**config.mk**
```make
export PLATFORM = sky130hd
export DESIGN_NAME = regfile_wb_arbiter
export DESIGN_NICKNAME = d
export VERILOG_FILES = /design/src/rtl/regfile_wb_pkg.sv /design/src/rtl/wb_fifo.sv /design/src/rtl/regfile_wb_arbiter.sv
export SDC_FILE = /design/constraint.sdc
export NUM_CORES = 1
export LEC_CHECK = 0
export CORE_MARGIN = 8
export CORE_UTILIZATION = 40
export CTS_CLUSTER_DIAMETER = 50
export DETAILED_ROUTE_END_ITERATION = 12
export MAX_ROUTING_LAYER = met4
export PLACE_DENSITY_LB_ADDON = 0.2
export SYNTH_ARGS = -nofsm -noshare
export SYNTH_HDL_FRONTEND = slang
export SYNTH_SLANG_ARGS = --single-unit
```
**constraint.sdc**
```tcl
create_clock -name clk -period 4.3 [get_ports clk]
set_clock_uncertainty 0.15 [all_clocks]
set_input_delay 0.86 -clock clk [delete_from_list [all_inputs] [get_ports clk]]
set_output_delay 0.86 -clock clk [all_outputs]
set_load 0.01 [all_outputs]
```
**src/rtl/regfile_wb_pkg.sv**
```systemverilog
// Shared widths and the writeback request record used by the register-file
// write-port arbiter and its load buffer.
package regfile_wb_pkg;

    localparam int DATA_W = 32;
    localparam int ADDR_W = 5;
    localparam int NREGS  = 2**ADDR_W;

    typedef struct packed {
        logic [ADDR_W-1:0] addr;
        logic [DATA_W-1:0] data;
    } wb_req_t;

endpackage

```
**src/rtl/wb_fifo.sv**
```systemverilog
// Synchronous FIFO of writeback requests.
// Also exposes per-entry valid bits and addresses for the pending-register map.
module wb_fifo
    import regfile_wb_pkg::*;
#(
    parameter int DEPTH = 4
) (
    input  logic                          clk,
    input  logic                          rst,
    input  logic                          i_push,
    input  wb_req_t                       i_din,
    input  logic                          i_pop,
    output wb_req_t                       o_head,
    output logic                          o_full,
    output logic                          o_empty,
    output logic [DEPTH-1:0]              o_ent_vld,
    output logic [DEPTH-1:0][ADDR_W-1:0]  o_ent_addr
);

    localparam int PTR_W = $clog2(DEPTH);

    logic [PTR_W-1:0] r_wptr;
    logic [PTR_W-1:0] r_rptr;
    logic [PTR_W:0]   r_count;
    logic [DEPTH-1:0] r_vld;
    wb_req_t          r_mem [DEPTH];

    logic w_push;
    logic w_pop;

    assign o_full  = (r_count == (PTR_W+1)'(DEPTH));
    assign o_empty = (r_count == '0);
    assign w_push  = i_push && !o_full;
    assign w_pop   = i_pop && !o_empty;
    assign o_head  = r_mem[r_rptr];
    assign o_ent_vld = r_vld;

    always_comb begin
        o_ent_addr = '0;
        for (int i = 0; i < DEPTH; i++) begin
            o_ent_addr[i] = r_mem[i].addr;
        end
    end

    // Push and pop can never target the same slot: pointers coincide only
    // when the FIFO is empty (no pop) or full (no push).
    always_ff @(posedge clk) begin
        if (rst) begin
            r_wptr  <= '0;
            r_rptr  <= '0;
            r_count <= '0;
            r_vld   <= '0;
        end else begin
            if (w_push) begin
                r_vld[r_wptr] <= 1'b1;
                r_wptr        <= r_wptr + 1'b1;
            end
            if (w_pop) begin
                r_vld[r_rptr] <= 1'b0;
                r_rptr        <= r_rptr + 1'b1;
            end
            case ({w_push, w_pop})
                2'b10:   r_count <= r_count + 1'b1;
                2'b01:   r_count <= r_count - 1'b1;
                default: r_count <= r_count;
            endcase
        end
    end

    always_ff @(posedge clk) begin
        if (w_push) begin
            r_mem[r_wptr] <= i_din;
        end
    end

endmodule

```
**src/rtl/regfile_wb_arbiter.sv**
```systemverilog
// Merges single-cycle ALU results (priority) and buffered load results onto
// the single register-file write port; exports a pending-register bitmap.
module regfile_wb_arbiter #(
    parameter int DATA_W     = regfile_wb_pkg::DATA_W,
    parameter int ADDR_W     = regfile_wb_pkg::ADDR_W,
    parameter int FIFO_DEPTH = 4,
    parameter int ZERO_DROP  = 1
) (
    input  logic                 clk,
    input  logic                 rst,
    input  logic                 alu_valid,
    output logic                 alu_ready,
    input  logic [ADDR_W-1:0]    alu_addr,
    input  logic [DATA_W-1:0]    alu_data,
    input  logic                 ld_valid,
    output logic                 ld_ready,
    input  logic [ADDR_W-1:0]    ld_addr,
    input  logic [DATA_W-1:0]    ld_data,
    output logic                 we,
    output logic [ADDR_W-1:0]    writeaddr,
    output logic [DATA_W-1:0]    writedata,
    output logic [2**ADDR_W-1:0] pending,
    output logic                 busy
);

    import regfile_wb_pkg::*;

    localparam int NR = 2**ADDR_W;

    logic                                  w_full;
    logic                                  w_empty;
    logic                                  w_alu_wr;
    logic                                  w_ld_push;
    logic                                  w_pop;
    wb_req_t                               w_din;
    wb_req_t                               w_head;
    logic [FIFO_DEPTH-1:0]                 w_ent_vld;
    logic [FIFO_DEPTH-1:0][ADDR_W-1:0]     w_ent_addr;

    logic              r_we;
    logic [ADDR_W-1:0] r_writeaddr;
    logic [DATA_W-1:0] r_writedata;

    // An ALU write must wait while an older buffered load targets the same
    // register, otherwise the load would later overwrite the younger value.
    assign alu_ready = !rst && !pending[alu_addr];
    assign ld_ready  = !rst && !w_full;

    // Handshakes to r0 still complete; they just leave no trace when dropping.
    assign w_alu_wr  = alu_valid && alu_ready && !((ZERO_DROP != 0) && (alu_addr == '0));
    assign w_ld_push = ld_valid && ld_ready && !((ZERO_DROP != 0) && (ld_addr == '0));
    assign w_pop     = !w_alu_wr && !w_empty;
    assign w_din     = '{addr: ld_addr, data: ld_data};

    wb_fifo #(
        .DEPTH (FIFO_DEPTH)
    ) u_fifo (
        .clk        (clk),
        .rst        (rst),
        .i_push     (w_ld_push),
        .i_din      (w_din),
        .i_pop      (w_pop),
        .o_head     (w_head),
        .o_full     (w_full),
        .o_empty    (w_empty),
        .o_ent_vld  (w_ent_vld),
        .o_ent_addr (w_ent_addr)
    );

    always_comb begin
        pending = '0;
        for (int i = 0; i < FIFO_DEPTH; i++) begin
            if (w_ent_vld[i]) begin
                pending[w_ent_addr[i]] = 1'b1;
            end
        end
    end

    always_ff @(posedge clk) begin
        if (rst) begin
            r_we        <= 1'b0;
            r_writeaddr <= '0;
            r_writedata <= '0;
        end else if (w_alu_wr) begin
            r_we        <= 1'b1;
            r_writeaddr <= alu_addr;
            r_writedata <= alu_data;
        end else if (w_pop) begin
            r_we        <= 1'b1;
            r_writeaddr <= w_head.addr;
            r_writedata <= w_head.data;
        end else begin
            r_we        <= 1'b0;
        end
    end

    assign we        = r_we;
    assign writeaddr = r_writeaddr;
    assign writedata = r_writedata;
    assign busy      = !w_empty || r_we;

endmodule
```
==> impl_metrics.json, run 1 <==
{
  "track_usage": 0.2097,
  "r2r-end": "u_fifo.r_count[2]",
  "grt_pass1_wl_microns": 43840,
  "instances_no_fill": 1189,
  "criticalPathCategory": "flop to flop",
  "clkLatencyLatePin_ps": 430,
  "route.detailed.drc": 0,
  "antenna_found_initial": 0,
  "core_area_sq_mm": 0.02319,
  "grt_max_degree": 44,
  "p_leak_nw": 3.903,
  "cts.path.max_buffers": 2,
  "seq_area_sq_mm": 0.005468,
  "gp_congestion": 0.9866,
  "holdPathEnd": "writedata[5]",
  "ios": 151,
  "setup_viol": 0,
  "multi_input_area_sq_mm": 0.003592,
  "synth_ff_type": "edfxtp_1",
  "synthTopCellsByArea": "edfxtp_1 (48%), dfxtp_1 (11%), mux4_2 (9.2%), nand2_1 (3.4%), a311oi_1 (3.4%)",
  "setup-tns-final_ps": 0,
  "die_width_microns": 168.6,
  "syn-num-nets": 791,
  "synth-seq-cells": 199,
  "synthCells": 703,
  "synth_cell_type_count": 67,
  "viasPerCell": 5.876,
  "dp_hpwl_microns": 20570,
  "ctsHtreeMaxLevel": 4,
  "yosysSeqAreaShare": 0.5871,
  "worst_slack_ps": 206.5,
  "synth_edf_count": 148,
  "routed_wirelength_microns": 29240,
  "synth_area_leader_cell": "edfxtp_1",
  "reg2reg_depth": 14,
  "min_path_type": "flop to flop",
  "powerDensity_mw_per_mm2": 474.0,
  "start_util": 0.4014,
  "drv_slew": 0,
  "cts_tree": "done",
  "timing.critical_path.from": "u_fifo.r_mem[0][35]",
  "place_ws_ps": 49.57,
  "vias": 6986,
  "clock.fmax_mhz": 244.3,
  "r2r-start": "u_fifo.r_mem[0][35]",
  "final_util": 0.5160,
  "placed_cell_area_sq_mm": 0.01111,
  "synth_top_cell_area_share": 0.4774,
  "ir_worst_vdd_v": 0.0002792,
  "syn_area_per_cell_sq_um": 13.24,
  "clk_pin_slew_ps": 80,
  "rsz0062_at_grt": "no",
  "clock-sinks": 199,
  "first_global_vias": 7151,
  "hold_violations": 0,
  "wl_per_cell_microns": 24.60,
  "min_period_ps": 4093,
  "cp-end-kind": "flop",
  "holdWs_ps": 332.8,
  "rows": 56,
  "run_status": "complete, no violations",
  "required_ps": 4500,
  "port_buffers": 150,
  "cts_buffers": 17,
  "drv_cap": 0,
  "async_flop_share": 0,
  "mostFrequentLayoutCells": "clkdlybuf4s50_1 (148), edfxtp_1 (148), nand2_1 (85)",
  "dpl.cell_count": 1139,
  "drive_above_1_share": 0.1816,
  "fill_cells": 1996,
  "fp.dieH_microns": 168.6,
  "slew_headroom": 0.2569,
  "dieArea_sq_mm": 0.02841,
  "postRouteAntennaNets": 0,
  "yosysWarnings": 0,
  "fin_crit_sh": 0.9520,
  "worst_slew_pin_slew_ps": 1115,
  "total_power_mw": 5.673,
  "grt.overflow.total": 0,
  "hold_depth": 2,
  "start_kind": "flop",
  "syn2layout_area_growth_pct": 28.55,
  "final_nets": 945,
  "min_from": "writedata[5]",
  "drt_iter0_markers": 497,
  "antenna_cells": 0,
  "worstPathMaxFanout": 3,
  "cp_data_arrival_time_ps": 4300,
  "r2r_slack_ps": 210,
  "synthesis.area_sq_mm": 0.009309,
  "first_pass_iters": 5,
  "cts-root-buf": "clkbuf_16",
  "final_cell_area_sq_mm": 0.01197
}
==> logic make-up after synthesis <==
logic type,Yosys count,synth area share
AO/OA/AOI/OAI,172,0.1403
XOR/XNOR,3,0.002823
adder cells (fa/ha/maj),10,0.01425
buffers and inverters,71,0.03629
flip-flops,199,0.5871
multiplexers,39,0.09301
AND/OR/NAND/NOR,209,0.1262
==> repair_timing <==
action,in CTS,in global routing
setup buffers,11,7
gates cloned,0,0
hold buffers,0,0
endpoints found under the setup margin,1,2
pin swaps,3,4
resized for setup,5,13
==> per-layer routing <==
layer / up-vias / share of wire / track usage
li1: 3117 / - / -
met1: 3499 / 0.43 / 0.2637
met2: 318 / 0.48 / 0.3345
met3: 52 / 0.056 / 0.03098
met4: 0 / 0.032 / 0.09239
met5: - / 0 / -
==> flip-flops by register name, indices dropped and copies added, names as in the netlist, named ones only <==
signal,cells
writedata,32
writeaddr,5
we,1
u_fifo.r_wptr,2
u_fifo.r_count,3
u_fifo.o_ent_vld,4
u_fifo.r_mem,148
u_fifo.r_rptr,2
==> power by group <==
group	internal, mW	switching, mW
clock network	0.856	0.821
registers	2.27	0.163
logic	0.732	0.832
total	3.86	1.82
==> worst max-delay path by stage <==
stage | endpoint | slack (ps) | cells past startpoint
6_report | u_fifo.r_count[2] | 210 | 14
3_3_place_gp | alu_ready | 40 | 8
2_1_floorplan | u_fifo.r_count[2] | 380 | 15
5_1_grt | u_fifo.r_count[2] | 10 | 14
3_5_place_dp | u_fifo.r_count[2] | 50 | 13
4_1_cts | alu_ready | 10 | 7
==> cell type report <==
| type | count | share of cell area |
|---|---|---|
| Sequential cell | 199 | 0.4569 |
| Multi-Input combinational cell | 433 | 0.3002 |
| Timing Repair Buffer | 192 | 0.1514 |
| Clock buffer | 17 | 0.03555 |
| Tap cell | 319 | 0.03335 |
| Clock inverter | 15 | 0.01819 |
| Inverter | 14 | 0.004391 |
==> synthesized netlist by cell type (7+ instances only) <==
library cell	count
o22a_1	10
dfxtp_1	51
buf_2	11
inv_1	14
nand2_1	85
or2_2	8
nor2_1	24
nand2b_1	16
a21oi_2	7
mux4_2	38
buf_4	7
or3_1	7
o221ai_1	9
and2_1	7
nand4b_1	12
edfxtp_1	148
clkbuf_1	31
ha_1	9
o22ai_1	25
a311oi_1	36
a21oi_1	36
==> critical path, stage by stage (launching register included) <==
cell      delay (ps)
edfxtp_1         410
buf_4            160
or4b_2           690
o22ai_1          220
a211o_1          210
o22ai_1           80
or3_1            360
and4b_1          260
nor3_2           210
ha_1             210
inv_1             60
fa_1             380
xor2_1           170
or3_1            310
a21oi_1          140
No activity file was read; power rests on OpenSTA's default activity.
==> run 2: changes to the inputs <==
--- a/config.mk
+++ b/config.mk
@@ -5,8 +5,10 @@
 export SDC_FILE = /design/constraint.sdc
 export NUM_CORES = 1
 export LEC_CHECK = 0
+export CELL_PAD_IN_SITES_DETAIL_PLACEMENT = 0
+export CELL_PAD_IN_SITES_GLOBAL_PLACEMENT = 2
 export CORE_MARGIN = 8
-export CORE_UTILIZATION = 40
+export CORE_UTILIZATION = 37
 export CTS_CLUSTER_DIAMETER = 50
 export DETAILED_ROUTE_END_ITERATION = 12
 export MAX_ROUTING_LAYER = met4
==> run 2 against run 1 <==
Net effect: via count decreased by 0.49%; final cell count increased by 1.6%; design area increased by 0.54%; register-to-register slack got worse by 70 ps; highest routed layer unchanged; combinational power about the same; largest cell class unchanged; maximum frequency decreased by 2.4%; hold slack improved by 0.91 ps; core utilization decreased by 3.4 points; critical endpoint is now alu_ready; non-clock buffer count increased by 7; count of clock-buffer cells in the layout unchanged; sequential cell count unchanged; global-route usage decreased by 0.90 points.
==> impl_metrics.json, run 2 (synthesized netlist as in run 1, its figures left out) <==
{
  "viasPerCell": 5.755,
  "vias": 6952,
  "mostFrequentLayoutCells": "clkdlybuf4s50_1 (148), edfxtp_1 (148), nand2_1 (85)",
  "track_usage": 0.2007,
  "cp_data_arrival_time_ps": 3180,
  "clock.fmax_mhz": 238.5,
  "fp.dieH_microns": 174.6,
  "ir_worst_vdd_v": 0.0003099,
  "slowest_delay_ps": 530,
  "cts_buffers": 17,
  "use_met1": 0.2488,
  "wl_per_cell_microns": 24.79,
  "hold_violations": 0,
  "path_buf_inv": 2,
  "grt_max_degree": 38,
  "slew_headroom": 0.2859,
  "final_nets": 952,
  "cp-end-kind": "output port",
  "worstPathCellList": "buf_4 > and4b_1 > a311o_1 > mux4_2 > a31o_1 > o31ai_1 > dlygate4sd2_1",
  "drv_cap": 0,
  "ctsHtreeMaxLevel": 4,
  "first_pass_iters": 5,
  "gp_congestion": 0.9566,
  "cts.path.max_buffers": 2,
  "drt_iter0_markers": 554,
  "clk_pin_slew_ps": 90,
  "min_path_type": "flop to flop",
  "powerDensity_mw_per_mm2": 475.9,
  "setup_viol": 0,
  "antenna_found_initial": 1,
  "final_util": 0.4820,
  "cts_tree": "done",
  "pwr-share-comb": 0.275,
  "worstPathMaxFanout": 7,
  "die_width_microns": 174.6,
  "required_ps": 3290,
  "largest_reg_flops": 148,
  "first_global_vias": 7307,
  "seq_area_sq_mm": 0.005468,
  "drv_slew": 0,
  "routed_wirelength_microns": 29950,
  "dieArea_sq_mm": 0.03049,
  "fill_cells": 2269,
  "grt.overflow.total": 0,
  "start_kind": "flop",
  "slowest_stage": "mux4_2",
  "min_period_ps": 4193,
  "place_ws_ps": -129.3,
  "dp_hpwl_microns": 22100,
  "clkPwrFrac": 0.298,
  "criticalPathCategory": "flop to output port",
  "grt_use_met2": 0.3309,
  "cp_top_family": "compound AO/OA/AOI/OAI gates",
  "worst_slew_pin_slew_ps": 1069,
  "setup-tns-final_ps": 0,
  "start_util": 0.3729,
  "worst_slack_ps": 107.4,
  "clkLatencyLatePin_ps": 430,
  "route.detailed.drc": 0,
  "p_leak_nw": 3.937,
  "syn2layout_area_growth_pct": 29.25,
  "run_status": "complete, no violations",
  "grt.busiest_layer": "met2",
  "drive_above_1_share": 0.1767,
  "fin_crit_sh": 0.9750,
  "cts_setup_buffers": 0,
  "rsz0062_at_grt": "yes",
  "p_sw_frac": 0.3295,
  "core_area_sq_mm": 0.02496,
  "grt_pass1_wl_microns": 45600,
  "multi_input_area_sq_mm": 0.003535,
  "rows": 58,
  "power_frac_seq": 0.427,
  "p_int_mw": 3.839,
  "postRouteAntennaNets": 0,
  "p_switching_mw": 1.887,
  "grt_use_met3": 0.03194,
  "cts-root-buf": "clkbuf_16",
  "top_register": "u_fifo.r_mem",
  "clock-sinks": 199,
  "total_power_mw": 5.726,
  "port_buffers": 150,
  "ios": 151
}
run 2: cell count changes in the layout (fill, tap and decap cells not counted), moves of 2 or more:
cell and delta:
buf_12 +4, buf_4 +4, inv_12 +4, o221ai_1 +3
o221ai_2 -3, o22ai_1 +3, o22ai_2 -3, a2111oi_0 +2
clkinv_8 -2, inv_6 -2
run 2: routing by layer:
metal	part of all wire	vias up
met1	0.44	3520
met4	0.028	0
met2	0.49	253
li1	-	3139
met3	0.046	40
met5	0	-
run 2: worst reg2reg max path, cell delays in order (launching register included):
cell and delay, ps:
edfxtp_1 480, buf_4 190, or4b_2 640, o22ai_1 170, a221o_1 260, o22ai_1 120, or3_1 350, and4b_1 250
nor3_2 180, ha_2 240, inv_1 60, fa_1 370, xor2_1 170, or3_1 320, a21oi_1 140
run 2: repair_timing:
item,CTS,global route
endpoints found under the setup margin,1,4
gates cloned,0,0
gates resized for setup,2,3
hold buffers,0,0
pin swaps,0,1
run 2: cell type report:
class                           count  share of cell area
Timing Repair Buffer              199              0.1590
Antenna cell                        1           0.0002080
Multi-Input combinational cell    433              0.2938
Sequential cell                   199              0.4545
Inverter                           14            0.004368
Clock inverter                     15             0.01851
Tap cell                          330             0.03432
Clock buffer                       17             0.03536
run 2: final timing paths:
| kind | startpoint | to | slack (ps) | cells past startpoint |
|---|---|---|---|---|
| max | u_fifo.r_mem[0][35] | alu_ready | 110 | 7 |
| min | writedata[20] | writedata[20] | 330 | 2 |
| max reg2reg | u_fifo.r_mem[0][34] | u_fifo.r_count[2] | 140 | 14 |
| min reg2reg | writedata[20] | writedata[20] | 330 | 2 |
run 2: stage by stage:
step                      cell area (sq um)  hold slack, ps  cells
final                                 12030           333.7   1208
after global routing                  12030           351.3   1208
after CTS                             12020           333.1   1207
after detailed placement              11360           321.7   1175
after global placement                11360           319.2   1175
after floorplan                        9309           330.3    703
run 2: power by group through the flow:
stage | combinational, mW | clock [mW] | sequential, mW
2_1_floorplan | 0.903 | 0 | 2.44
3_3_place_gp | 1.57 | 0 | 2.49
3_5_place_dp | 1.59 | 0 | 2.49
4_1_cts | 1.60 | 1.75 | 2.45
5_1_grt | 1.71 | 1.81 | 2.48
6_report | 1.57 | 1.71 | 2.45
==> patch 1: new RTL, flow settings as in run 2 <==
Reset style: asynchronous (`rst`), changed in 2 clocked blocks.
--- a/src/rtl/wb_fifo.sv
+++ b/src/rtl/wb_fifo.sv
@@ -44,7 +44,7 @@
 
     // Push and pop can never target the same slot: pointers coincide only
     // when the FIFO is empty (no pop) or full (no push).
-    always_ff @(posedge clk) begin
+    always_ff @(posedge clk or posedge rst) begin
         if (rst) begin
             r_wptr  <= '0;
             r_rptr  <= '0;
--- a/src/rtl/regfile_wb_arbiter.sv
+++ b/src/rtl/regfile_wb_arbiter.sv
@@ -76,7 +76,7 @@
         end
     end
 
-    always_ff @(posedge clk) begin
+    always_ff @(posedge clk or posedge rst) begin
         if (rst) begin
             r_we        <= 1'b0;
             r_writeaddr <= '0;
Function: differs if rst is asserted again (counterexample within 4 cycles, from zero or initial values and one cycle with rst high); with rst held inactive, the same outputs for 4 cycles.
==> patch 1 against run 2 <==
  * Total power up 17%
  * Register-to-register slack better by 0.30 ns
  * Non-clock buffer count is 8 lower
  * Final area rose by 0.68%
  * Die area rose by 0.83%
  * Wire length fell by 4.7%
  * Final cell count fell by 2.0%
  * Sequential share of layout area increased by 1.4 points
  * Setup slack gained 0.062 ns
  * Synthesized cell count fell by 5.8%
  * Area after synthesis up 0.91%
  * Sequential cell count is 2 lower
  * Largest cell class unchanged
  * Hold slack improved by 0.078 ns
==> patch 1: results (changes against run 2) <==
status: "complete, no violations"
viasPerCell: 5.434  # -5.6%
seq_area_frac_synth_pct: 60.36  # +1.7 points
synth.distinct_cells: 69  # +3.0%
placed_cells: 1141  # -2.9%
post-place-ws_ns: -0.1056  # +0.02373 ns
htreeDepth: 4  # unchanged
routed_wirelength_mm: 28.53  # -4.7%
drive_gt1_share_pct: 19.56  # +1.9 points
clk_pin_slew_worst_paths_ns: 0.07  # -0.02 ns
reg2reg_depth: 16  # +2
synth_warnings: 0  # unchanged
maxSlewHeadroom_pct: 32.50  # +3.9 points
grt_pass1_wl_mm: 43.73  # -4.1%
grt_max_degree: 50  # +32%
registers.top_by_ff_count: "u_fifo.r_mem"
async_flop_share_pct: 24.87  # +25 points
grt_pass1_vias: 7014  # -4.0%
dr_total_vias: 6434  # -7.5%
synth_edf_count: 148  # unchanged
fillers: 2233  # -1.6%
ir_drop_v: 0.0002776  # -10%
finalNetCount: 929  # -2.4%
crit_family: "compound AO/OA/AOI/OAI gates"
slowest_delay_ns: 0.54
first_pass_iters: 5  # unchanged
min_path_type: "register to register"
leakagePower_nw: 4.391  # +12%
syn_nets: 750  # -5.2%
avgSynthCellArea_um2: 14.19  # +7.2%
cts_buffer_depth: 2  # unchanged
root_buffer: "clkbuf_16"
synth_common_cells: "148 x edfxtp_1, 116 x nand2_1, 49 x dfrtp_1, 39 x mux4_2"
numPortBuffers: 150  # unchanged
cts_inserted_buffers: 17  # unchanged
cp.arrival_ns: 3.12  # -0.06 ns
crit_slowest_cell: "edfxtp_1"
antenna_found_initial: 0  # -1
ant_nets: 0  # unchanged
initialDrtViolationCount: 469  # -15%
gp_congestion: 0.8835  # -7.6%
antenna_cells: 0  # -1
crit_fanout: 9  # +2
holdPathStages: 1  # -1
clock_latency_ns: 0.43  # about the same
grt_usage_pct: 19.31  # -0.76 points
synthTopCellsByArea: "edfxtp_1 47%, dfrtp_1 13%, mux4_2 9.4%"
largest_reg_flops: 148  # unchanged
hpwl_mm: 20.82  # -5.8%
==> patch 1: changes by cell type after synthesis, sizes merged, moves of 23 or more <==
| cell | before | now |
|---|---|---|
| nand2 | 85 | 116 |
| clkbuf | 32 | 9 |
| dfrtp | 0 | 49 |
| mux2 | 0 | 35 |
| a311oi | 36 | 1 |
| a21oi | 43 | 2 |
| dfxtp | 51 | 0 |
==> patch 1: layout make-up <==
type                       count  area share (%)
sequential                   197           46.83
clock buffer                  18           3.543
clock inverter                14           1.498
multi-input combinational    411           29.03
timing repair buffer         191           14.98
tap                          330           3.409
inverter                      23          0.7127
==> patch 1: final timing paths <==
path,slack (ns),from,to
setup reg to reg,0.44,u_fifo.r_mem[3][35],u_fifo.r_count[2]
max in group asynchronous,2.42,rst,u_fifo.r_rptr[1]
hold reg to reg,0.41,u_fifo.r_count[0],u_fifo.r_count[0]
min in group asynchronous,1.04,rst,writedata[17]
hold / removal,0.41,u_fifo.r_count[0],u_fifo.r_count[0]
setup / recovery,0.17,u_fifo.r_mem[3][35],alu_ready
==> patch 1: cells by family after synthesis <==
kind of cell | share of synthesized area [%]
xor+xnor | 0.4663
simple gates | 13.11
fa+ha+maj | 1.412
flops | 60.36
mux | 14.33
compound gates | 7.605
buf+inv | 2.717
==> patch 1: per-layer routing <==
layer	track usage, %	up-vias	wire (µm)
met4	4.910	0	389
met5	-	-	0
li1	-	2925	-
met1	25.09	3333	12990
met3	3.436	17	1071
met2	31.02	159	14080
==> patch 1: power by group <==
group	switching [mW]	total [mW]	leakage, nW	internal [mW]
clock	0.808	1.60	0.289	0.792
combinational	1.10	2.34	2.18	1.24
sequential	0.346	2.78	1.92	2.44
total	2.25	6.72	4.39	4.47
==> patch 1: per-stage QoR <==
stage / area [µm²] / hold WS (ns) / utilization (%)
floorplan: 9394 / 0.3263 / -
global placement: 11390 / 0.3672 / 45.50
detailed placement: 11390 / 0.3966 / 45.50
CTS: 12110 / 0.4102 / 48.36
global route: 12110 / 0.4331 / 48.38
finish: 12110 / 0.4118 / 48.38
==> patch 1: repair_timing <==
item / in CTS / in global routing
buffers inserted: 11 / 0
setup endpoints to repair: 1 / 1
pin swaps: 0 / 0
resized for setup: 11 / 1
hold buffers: 0 / 0
==> patch 2: new RTL, flow settings as in run 2 <==
Without the edit above. `DATA_W`: 32 -> 24.
--- a/src/rtl/regfile_wb_pkg.sv
+++ b/src/rtl/regfile_wb_pkg.sv
@@ -2,7 +2,7 @@
 // write-port arbiter and its load buffer.
 package regfile_wb_pkg;
 
-    localparam int DATA_W = 32;
+    localparam int DATA_W = 24;
     localparam int ADDR_W = 5;
     localparam int NREGS  = 2**ADDR_W;
 
Interface: changed (resized alu_data, ld_data and writedata); port bits go from 151 to 127. The function was not compared with the original's and may differ.
==> patch 2 against run 2 <==
  * First-iteration DRC count is 37% lower
  * Setup slack worse by 0.012 ns
  * Wire length is 15% lower
  * Sequential cell count is 40 lower
  * Register-to-register slack better by 0.12 ns
  * Final cell count is 12% lower
  * Final area is 12% lower
  * Area after synthesis is 13% lower
  * Total power is 11% lower
  * Sequential power is 18% lower
  * Highest routed layer unchanged
==> patch 2: results (changes against run 2) <==
dr_total_vias: 5928  # -15%
fin_cells: 1060  # -12%
placed_cells: 1025  # -13%
largest_reg_flops: 116  # -22%
initialDrtViolationCount: 351  # -37%
crit_slowest_cell: "or4_4"
grt_pass1_wl_mm: 37.65  # -17%
p_sw_mw: 1.488  # -21%
syn_nets: 662  # -16%
reg2reg_from: "u_fifo.r_mem[2][26]"
holdWs_ns: 0.3755  # +0.04186 ns
status: "complete, no violations"
numPortBuffers: 126  # -16%
post-place-ws_ns: -0.3958  # -0.2665 ns
syn2layout_area_growth_pct: 29.74
finalNetCount: 839  # -12%
seq_area_frac_synth_pct: 53.42  # -5.3 points
grt_usage_pct: 19.29  # -0.78 points
antenna_cells: 0  # -1
fillers: 1933  # -15%
clk_pin_slew_worst_paths_ns: 0.07  # -0.02 ns
avgSynthCellArea_um2: 13.78  # +4.1%
slowest_delay_ns: 0.50  # -0.03 ns
leakagePower_nw: 3.738  # -5.1%
cts_resized: 6  # +4
maxSlewHeadroom_pct: 56.47  # +28 points
grt_pass1_vias: 6241  # -15%
==> patch 2: power by group through the flow <==
stage                     registers (mW)  clock network (mW)  logic, mW
after floorplan                     2.01                   0      0.961
after global placement              2.03                   0       1.54
after detailed placement            2.03                   0       1.55
after CTS                           2.00                1.60       1.57
after global routing                2.02                1.66       1.66
final                               2.00                1.56       1.54
==> patch 2: routing by layer <==
layer | up-vias | track usage (%) | part of all wire (%)
met2 | 194 | 34.47 | 53
met3 | 32 | 3.133 | 4.1
met1 | 2918 | 21.52 | 41
li1 | 2784 | - | -
met5 | - | - | 0
met4 | 0 | 6.529 | 2.5
==> patch 2: path summary, 6_finish.rpt <==
check,end,depth (start not counted)
setup / recovery,alu_ready,8
hold reg to reg,u_fifo.r_count[2],2
hold / removal,u_fifo.r_count[2],2
setup reg to reg,u_fifo.r_count[2],15
==> patch 2: layout make-up <==
cell class                      instances  area [µm²]  area share (%)
Sequential cell                       159        4345           41.18
Multi-Input combinational cell        371        3342           31.67
Timing Repair Buffer                  202        1833           17.37
Clock buffer                           18       429.2           4.067
Tap cell                              280       350.3           3.320
Clock inverter                         14       191.4           1.814
Inverter                               16       60.06          0.5692
==> patch 2: cells by family (layout without fill, tap and decap cells) <==
logic type / Yosys count / after routing / synth area share (%)
XOR/XNOR: 3 / 3 / 0.3231
AO/OA/AOI/OAI: 163 / 163 / 14.69
buffers and inverters: 60 / 250 / 6.092
multiplexers: 60 / 60 / 12.75
flip-flops: 159 / 159 / 53.42
adder cells (fa/ha/maj): 10 / 10 / 1.631
AND/OR/NAND/NOR: 135 / 135 / 11.09
==> patch 2: critical path, delay by kind of cell, from the launching register on <==
kind,cells,cell delay [ns]
buf+inv,1,0.18
compound gates,4,0.81
flops,1,0.47
simple gates,3,1.31
